$ cat config.mk
export PLATFORM = sky130hd
export DESIGN_NAME = alu_cmp_pipe
export DESIGN_NICKNAME = d
export VERILOG_FILES = /design/src/rtl/alu_cmp_pipe.sv
export SDC_FILE = /design/constraint.sdc
export NUM_CORES = 1
export LEC_CHECK = 0
export CAP_MARGIN = 15
export CELL_PAD_IN_SITES_DETAIL_PLACEMENT = 0
export CELL_PAD_IN_SITES_GLOBAL_PLACEMENT = 1
export CORE_ASPECT_RATIO = 0.7
export CORE_MARGIN = 1.5
export CORE_UTILIZATION = 26
export DETAILED_ROUTE_END_ITERATION = 10
export PLACE_DENSITY_LB_ADDON = 0.15
export SKIP_LAST_GASP = 1
export SYNTH_ARGS = -nofsm -noshare
export SYNTH_HDL_FRONTEND = slang
export SYNTH_SLANG_ARGS = --single-unit
$ cat constraint.sdc
create_clock -name clk -period 2.15 [get_ports clk]
set_clock_uncertainty 0.15 [all_clocks]
set_input_delay 0.43 -clock clk [delete_from_list [all_inputs] [get_ports clk]]
set_output_delay 0.43 -clock clk [all_outputs]
set_load 0.01 [all_outputs]
$ cat src/rtl/alu_cmp_pipe.sv
// Two-stage valid/ready compare pipeline: S1 registers subtract flags, S2 the selected bit.
// Optional macro ALU_CMP_UNSIGNED_EN turns op 011 into unsigned less-than (LTU).
module alu_cmp_pipe #(
  parameter int WIDTH = 32,
  parameter int TAG_W = 5
) (
  input  logic             clk,
  input  logic             reset,
  input  logic             flush,
  input  logic             in_valid,
  output logic             in_ready,
  input  logic [WIDTH-1:0] in_a,
  input  logic [WIDTH-1:0] in_b,
  input  logic [2:0]       in_op,
  input  logic [TAG_W-1:0] in_tag,
  output logic             out_valid,
  input  logic             out_ready,
  output logic [WIDTH-1:0] out_result,
  output logic [TAG_W-1:0] out_tag
);

  localparam logic [2:0] OP_NEQ = 3'b000;
  localparam logic [2:0] OP_EQ  = 3'b001;
  localparam logic [2:0] OP_LT  = 3'b010;
  localparam logic [2:0] OP_LTU = 3'b011;
  localparam logic [2:0] OP_LTZ = 3'b101;
  localparam logic [2:0] OP_LEZ = 3'b110;
  localparam logic [2:0] OP_GTZ = 3'b111;

  logic             vld_p1, vld_p2;
  logic             adv_p1, adv_p2;
  logic             z_p1, n_p1, v_p1, neg_p1, zero_p1, ltu_p1;
  logic [2:0]       op_p1;
  logic [TAG_W-1:0] tag_p1;
  logic             res_p2;
  logic [TAG_W-1:0] tag_p2;

  logic signed [WIDTH-1:0] a_s, b_s, diff;
  logic                    ovf;

  function automatic logic sel_bit(input logic [2:0] op, input logic z, input logic n,
                                   input logic v, input logic neg, input logic zero,
                                   input logic ltu);
    sel_bit = 1'b0;
    case (op)
      OP_EQ:   sel_bit = z;
      OP_NEQ:  sel_bit = ~z;
      OP_LT:   sel_bit = n ^ v;
      OP_LTU:  sel_bit = ltu;
      OP_LEZ:  sel_bit = neg | zero;
      OP_LTZ:  sel_bit = neg;
      OP_GTZ:  sel_bit = ~neg & ~zero;
      default: sel_bit = 1'b0;
    endcase
  endfunction

  assign a_s  = in_a;
  assign b_s  = in_b;
  assign diff = a_s - b_s;
  // Signed overflow: operands differ in sign and the difference took B's sign.
  assign ovf  = (a_s[WIDTH-1] ^ b_s[WIDTH-1]) & (diff[WIDTH-1] ^ a_s[WIDTH-1]);

  assign adv_p2   = ~vld_p2 | out_ready;
  assign adv_p1   = ~vld_p1 | adv_p2;
  assign in_ready = adv_p1;

  always_ff @(posedge clk) begin
    if (reset) begin
      vld_p1 <= 1'b0;
      vld_p2 <= 1'b0;
    end else if (flush) begin
      vld_p1 <= 1'b0;
      vld_p2 <= 1'b0;
    end else begin
      if (adv_p1) vld_p1 <= in_valid;
      if (adv_p2) vld_p2 <= vld_p1;
    end
  end

  // ---- stage 1: flags, op, tag ----
  always_ff @(posedge clk) begin
    if (in_valid && adv_p1) begin
      z_p1    <= (in_a == in_b);
      n_p1    <= diff[WIDTH-1];
      v_p1    <= ovf;
      neg_p1  <= in_a[WIDTH-1];
      zero_p1 <= (in_a == '0);
      op_p1   <= in_op;
      tag_p1  <= in_tag;
    end
  end

`ifdef ALU_CMP_UNSIGNED_EN
  logic [WIDTH:0] wide_diff;
  assign wide_diff = {1'b0, in_a} - {1'b0, in_b};

  always_ff @(posedge clk) begin
    if (in_valid && adv_p1) ltu_p1 <= wide_diff[WIDTH];
  end
`else
  assign ltu_p1 = 1'b0;
`endif

  // ---- stage 2: selected result bit ----
  always_ff @(posedge clk) begin
    if (reset) begin
      tag_p2 <= '0;
    end else if (vld_p1 && adv_p2) begin
      res_p2 <= sel_bit(op_p1, z_p1, n_p1, v_p1, neg_p1, zero_p1, ltu_p1);
      tag_p2 <= tag_p1;
    end
  end

  // The bit is gated by valid so a stale register never shows through when idle.
  assign out_valid  = vld_p2;
  assign out_result = {{(WIDTH-1){1'b0}}, res_p2 & vld_p2};
  assign out_tag    = tag_p2;

endmodule

# Word-level counts from Yosys, hierarchy flattened
# Cells that the tools add are included.
dict set report word_totals {
  inputBits 77
  regBits 21
}
dict set report op_classes {
  n_eq_ne 6
  n_addsub 1
  n_reduce_logical 6
  n_mux 1
  bitwise 15
}
# operator n
set op_table {}
lappend op_table {{equality test 32 bit} 1}
lappend op_table {{logical NOT 32 bit} 1}
lappend op_table {{subtractor 32 bit} 1}
lappend op_table {{equality test 3 bit, second input constant} 3}
lappend op_table {{inverter 1 bit} 6}
lappend op_table {{case mux 1 bit (6 select lines)} 1}
lappend op_table {{AND 1 bit} 3}
lappend op_table {{equality test 3 x 1 -> 1 bit, second input constant} 1}
lappend op_table {{equality test 3 x 2 -> 1 bit, second input constant} 1}
lappend op_table {{logical NOT 3 bit} 1}
lappend op_table {{bitwise OR 1 bit} 3}
lappend op_table {{bitwise XOR 1 bit} 3}
lappend op_table {{logical AND 1 bit} 2}
lappend op_table {{AND reduction 2 bit} 1}
lappend op_table {{OR reduction 2 bit} 1}

# Logic depth before layout (Yosys ltp)
dict set report logic_depth {
  ltp_word 4
  mapped_depth 8
}

# Worst setup path before layout
# Ideal clock, no wire load.
dict set report synth_timing {
  path_type {input -> register}
  from {input in_b[29]}
  to {register n_p1, data pin}
  slack_ps 150
  path_buffers 0
  cell_stages 8
  t_required_ps 1737
  arrival_ps 1588
  path_cell_list {inv_1 ha_1 nand4_2 nor3_2 nand2_1 nor3_2 a21oi_2 xor2_1}
}
dict set report synth_via {
  elab_chain_len 1
}
# item line
set synth_lines {}
lappend synth_lines {{start, declared} 13} ;# input logic [WIDTH-1:0] in_b,
lappend synth_lines {{subtractor 32 bit} 59} ;# assign diff = a_s - b_s;
lappend synth_lines {{named net diff[31]} 38} ;# logic signed [WIDTH-1:0] a_s, b_s, diff;
lappend synth_lines {{end signal, assigned} 84} ;# n_p1 <= diff[WIDTH-1];
lappend synth_lines {{end, declared} 32} ;# logic z_p1, n_p1, v_p1, neg_p1, zero_p1, ltu_p1;
# The timed path passes the listed nets, and every way through them passes these cells.
# A chain may end at the register's enable or synchronous reset.

# Worst setup path in the final report
dict set report layout_timing {
  from {input in_a[29]}
  to {register n_p1, data pin}
}
dict set report layout_via {
  elab_chain_len 1
}
# item line
set layout_lines {}
lappend layout_lines {{start, declared} 12} ;# input logic [WIDTH-1:0] in_a,
lappend layout_lines {{subtractor 32 bit} 59}
lappend layout_lines {{named net diff[31]} 38}
# The timed path passes the listed nets, and every way through them passes these cells.

==> flow_metrics.env <==
export IMPL_status="complete, no violations"
export IMPL_cts_sinks=21
export IMPL_cts_tree="yes"
export IMPL_final_cell_mix="conb_1 (31), dlygate4sd2_1 (29), clkdlybuf4s50_1 (28)"
export IMPL_hp_class="reg -> reg"
export IMPL_required_ps=2020
export IMPL_synth_seq_area_share=0.300
export IMPL_drv_slew=0
export IMPL_rsz0062_at_grt="no"
export IMPL_grt_use_total=0.124
export IMPL_yosys_warnings=0
export IMPL_fin_util=0.489
export IMPL_grt_ovfl_total=0
export IMPL_ctsHoldBuffers=0
export IMPL_worst_skew_pair_late_latency_ps=260
export IMPL_synth_cell_types=33
export IMPL_initial_core_util=0.273
export IMPL_synth_cells=211
export IMPL_cp_end_kind="flop"
export IMPL_drv_cap=0
export IMPL_power_density_nw_per_um2=361
export IMPL_io_pins=116
export IMPL_avgSynthCellArea_um2=8.87
export IMPL_postRouteAntennaNets=0
export IMPL_route_detailed_drc=0
export IMPL_p_leak_nw=1.64
export IMPL_synth_ff_latch_count=21
export IMPL_post_drt_wl_per_cell_um=12.2
export IMPL_die_y_um=74.0
export IMPL_tightest_slew_ps=616
export IMPL_finalSetupViolCount=0
export IMPL_htree_levels=1
export IMPL_worstSetupPathType="in -> reg"
export IMPL_drtIter0Drc=33
export IMPL_grt_pass1_wl_mm=7.77
export IMPL_ys_flop_type="edfxtp_1"
export IMPL_grt_pass1_vias=1727
export IMPL_async_flop_share=0
export IMPL_worstPathMaxFanout=3
export IMPL_hold_viol_final=0
export IMPL_grt_antenna_before_repair=0
export IMPL_io_buffers=84
export IMPL_final_nets=426
export IMPL_fin_crit_ps=2040
export IMPL_die_width_um=104
export IMPL_dieArea_um2=7720
export IMPL_max_clock_path_buffers=2
export IMPL_num_rows=25
export IMPL_coreArea_um2=6850
export IMPL_cts_root_buf="clkbuf_8"
export IMPL_vias_per_cell=4.15
export IMPL_fill_cells=651
export IMPL_fin_crit_sh=0.949
export IMPL_grt_start_max_net_pins=14
export IMPL_hold_depth=2
export IMPL_drtPass1Iterations=4
export IMPL_max_slew_margin=0.589
export IMPL_synth_edf_count=14
export IMPL_clkTransAtPathRegs_ps=80
export IMPL_netlist_area_leader_share=0.225
export IMPL_reg2reg_depth=3
export IMPL_critPathLaunchType="input port"
export IMPL_vias=1705
export IMPL_hpwlAfterDp_mm=3.84
export IMPL_worst_endpoint_arrival_ps=1910
export IMPL_yosys_area_top_type="edfxtp_1"
export IMPL_synthesis_area_um2=1870
export IMPL_vdd_drop_max_uv=211
export IMPL_worst_slack_ps=109
export IMPL_antenna_cells=0
export IMPL_fmax_ghz=0.490
export IMPL_synth_area_leaders="edfxtp_1 (22%), ha_1 (21%), buf_4 (12%)"
export IMPL_numCtsBuffers=3
export IMPL_layout_drive_gt1_share=0.315
export IMPL_area_growth_pct=79.1
export IMPL_power_mw=1.21
export IMPL_drt_wl_total_mm=5.02
export IMPL_post_place_ws_ps=-520
export IMPL_final_common_cell="conb_1"
export IMPL_finalWeightedCongestion=0.777
## final cells by class
type / count / area, um2 / share of cell area
Clock buffer: 3 / 41.3 / 0.0123
Clock inverter: 1 / 7.51 / 0.00224
Inverter: 31 / 116 / 0.0347
Multi-Input combinational cell: 156 / 1480 / 0.441
Sequential cell: 21 / 561 / 0.167
Tap cell: 94 / 118 / 0.0351
Timing Repair Buffer: 105 / 1030 / 0.307
## synth_stat cells (2+ instances only)
cell,n
and2_1,2
nor2_1,12
nand4_1,4
buf_4,31
mux2i_1,6
inv_1,31
dfxtp_1,7
nand2b_1,5
ha_1,31
edfxtp_1,14
a21oi_1,13
nor3_2,2
xor2_1,2
nand2_1,14
nor4_1,8
nor3_1,4
nand3_1,3
a211oi_1,2
o21ai_0,6
## routing by layer
| layer | share of wire | global-route usage | vias up |
|---|---|---|---|
| li1 | - | - | 881 |
| met1 | 0.49 | 0.162 | 759 |
| met4 | 0.0054 | 0.0185 | 0 |
| met3 | 0.049 | 0.0254 | 2 |
| met5 | 0 | 0 | - |
| met2 | 0.46 | 0.219 | 63 |
## power by group
group	leakage (nW)	internal [mW]	switching (mW)
sequential	0.196	0.453	0.00735
clock	0.0217	0.131	0.131
combinational	1.42	0.265	0.222
## metrics by stage
step           cells  hold slack (ps)  area [um2]  setup TNS, ps
4_1_cts          409              333        3140          -10.7
6_report         411              331        3350              0
5_1_grt          411              360        3350              0
3_3_place_gp     403              309        2830          -1470
3_5_place_dp     403              314        2830          -1570
2_1_floorplan    241              303        1980              0
## worst max-delay path, stage by stage
cell	delay, ps
dlygate4sd2_1	280
ha_4	310
nand4_4	90
nor3_4	190
nand2_1	120
nor3_4	230
a21oi_2	100
xor2_1	140
## path summary, 6_finish.rpt
| path | from | to | slack, ps |
|---|---|---|---|
| max | in_a[29] | n_p1 | 110 |
| min | tag_p1[4] | out_tag[4] | 330 |
| min reg2reg | tag_p1[4] | out_tag[4] | 330 |
| max reg2reg | out_valid | op_p1[0] | 550 |
## timing repair
action / 4_1_cts / 5_1_grt
buffers inserted: 2 / 2
pin swaps: 31 / 22
endpoints found under the setup margin: 4 / 3
gates resized for setup: 79 / 56
endpoints found under the hold margin: 0 / 0
## logic make-up after synthesis
family,count (synthesis),share of synthesized area
multiplexers,6,0.0321
AND/OR/NAND/NOR,58,0.164
XOR/XNOR,3,0.0140
adder cells (fa/ha/maj),31,0.207
flip-flops,21,0.300
AO/OA/AOI/OAI,27,0.0896
other,1,0.00200
buffers and inverters,64,0.191
## flip-flops by register name (all words and copies together), names as in the netlist
signal,cells
out_valid,1
neg_p1,1
tag_p1,5
vld_p1,1
zero_p1,1
n_p1,1
op_p1,3
res_p2,1
out_tag,5
v_p1,1
z_p1,1
(Power assumes the default switching activity.)
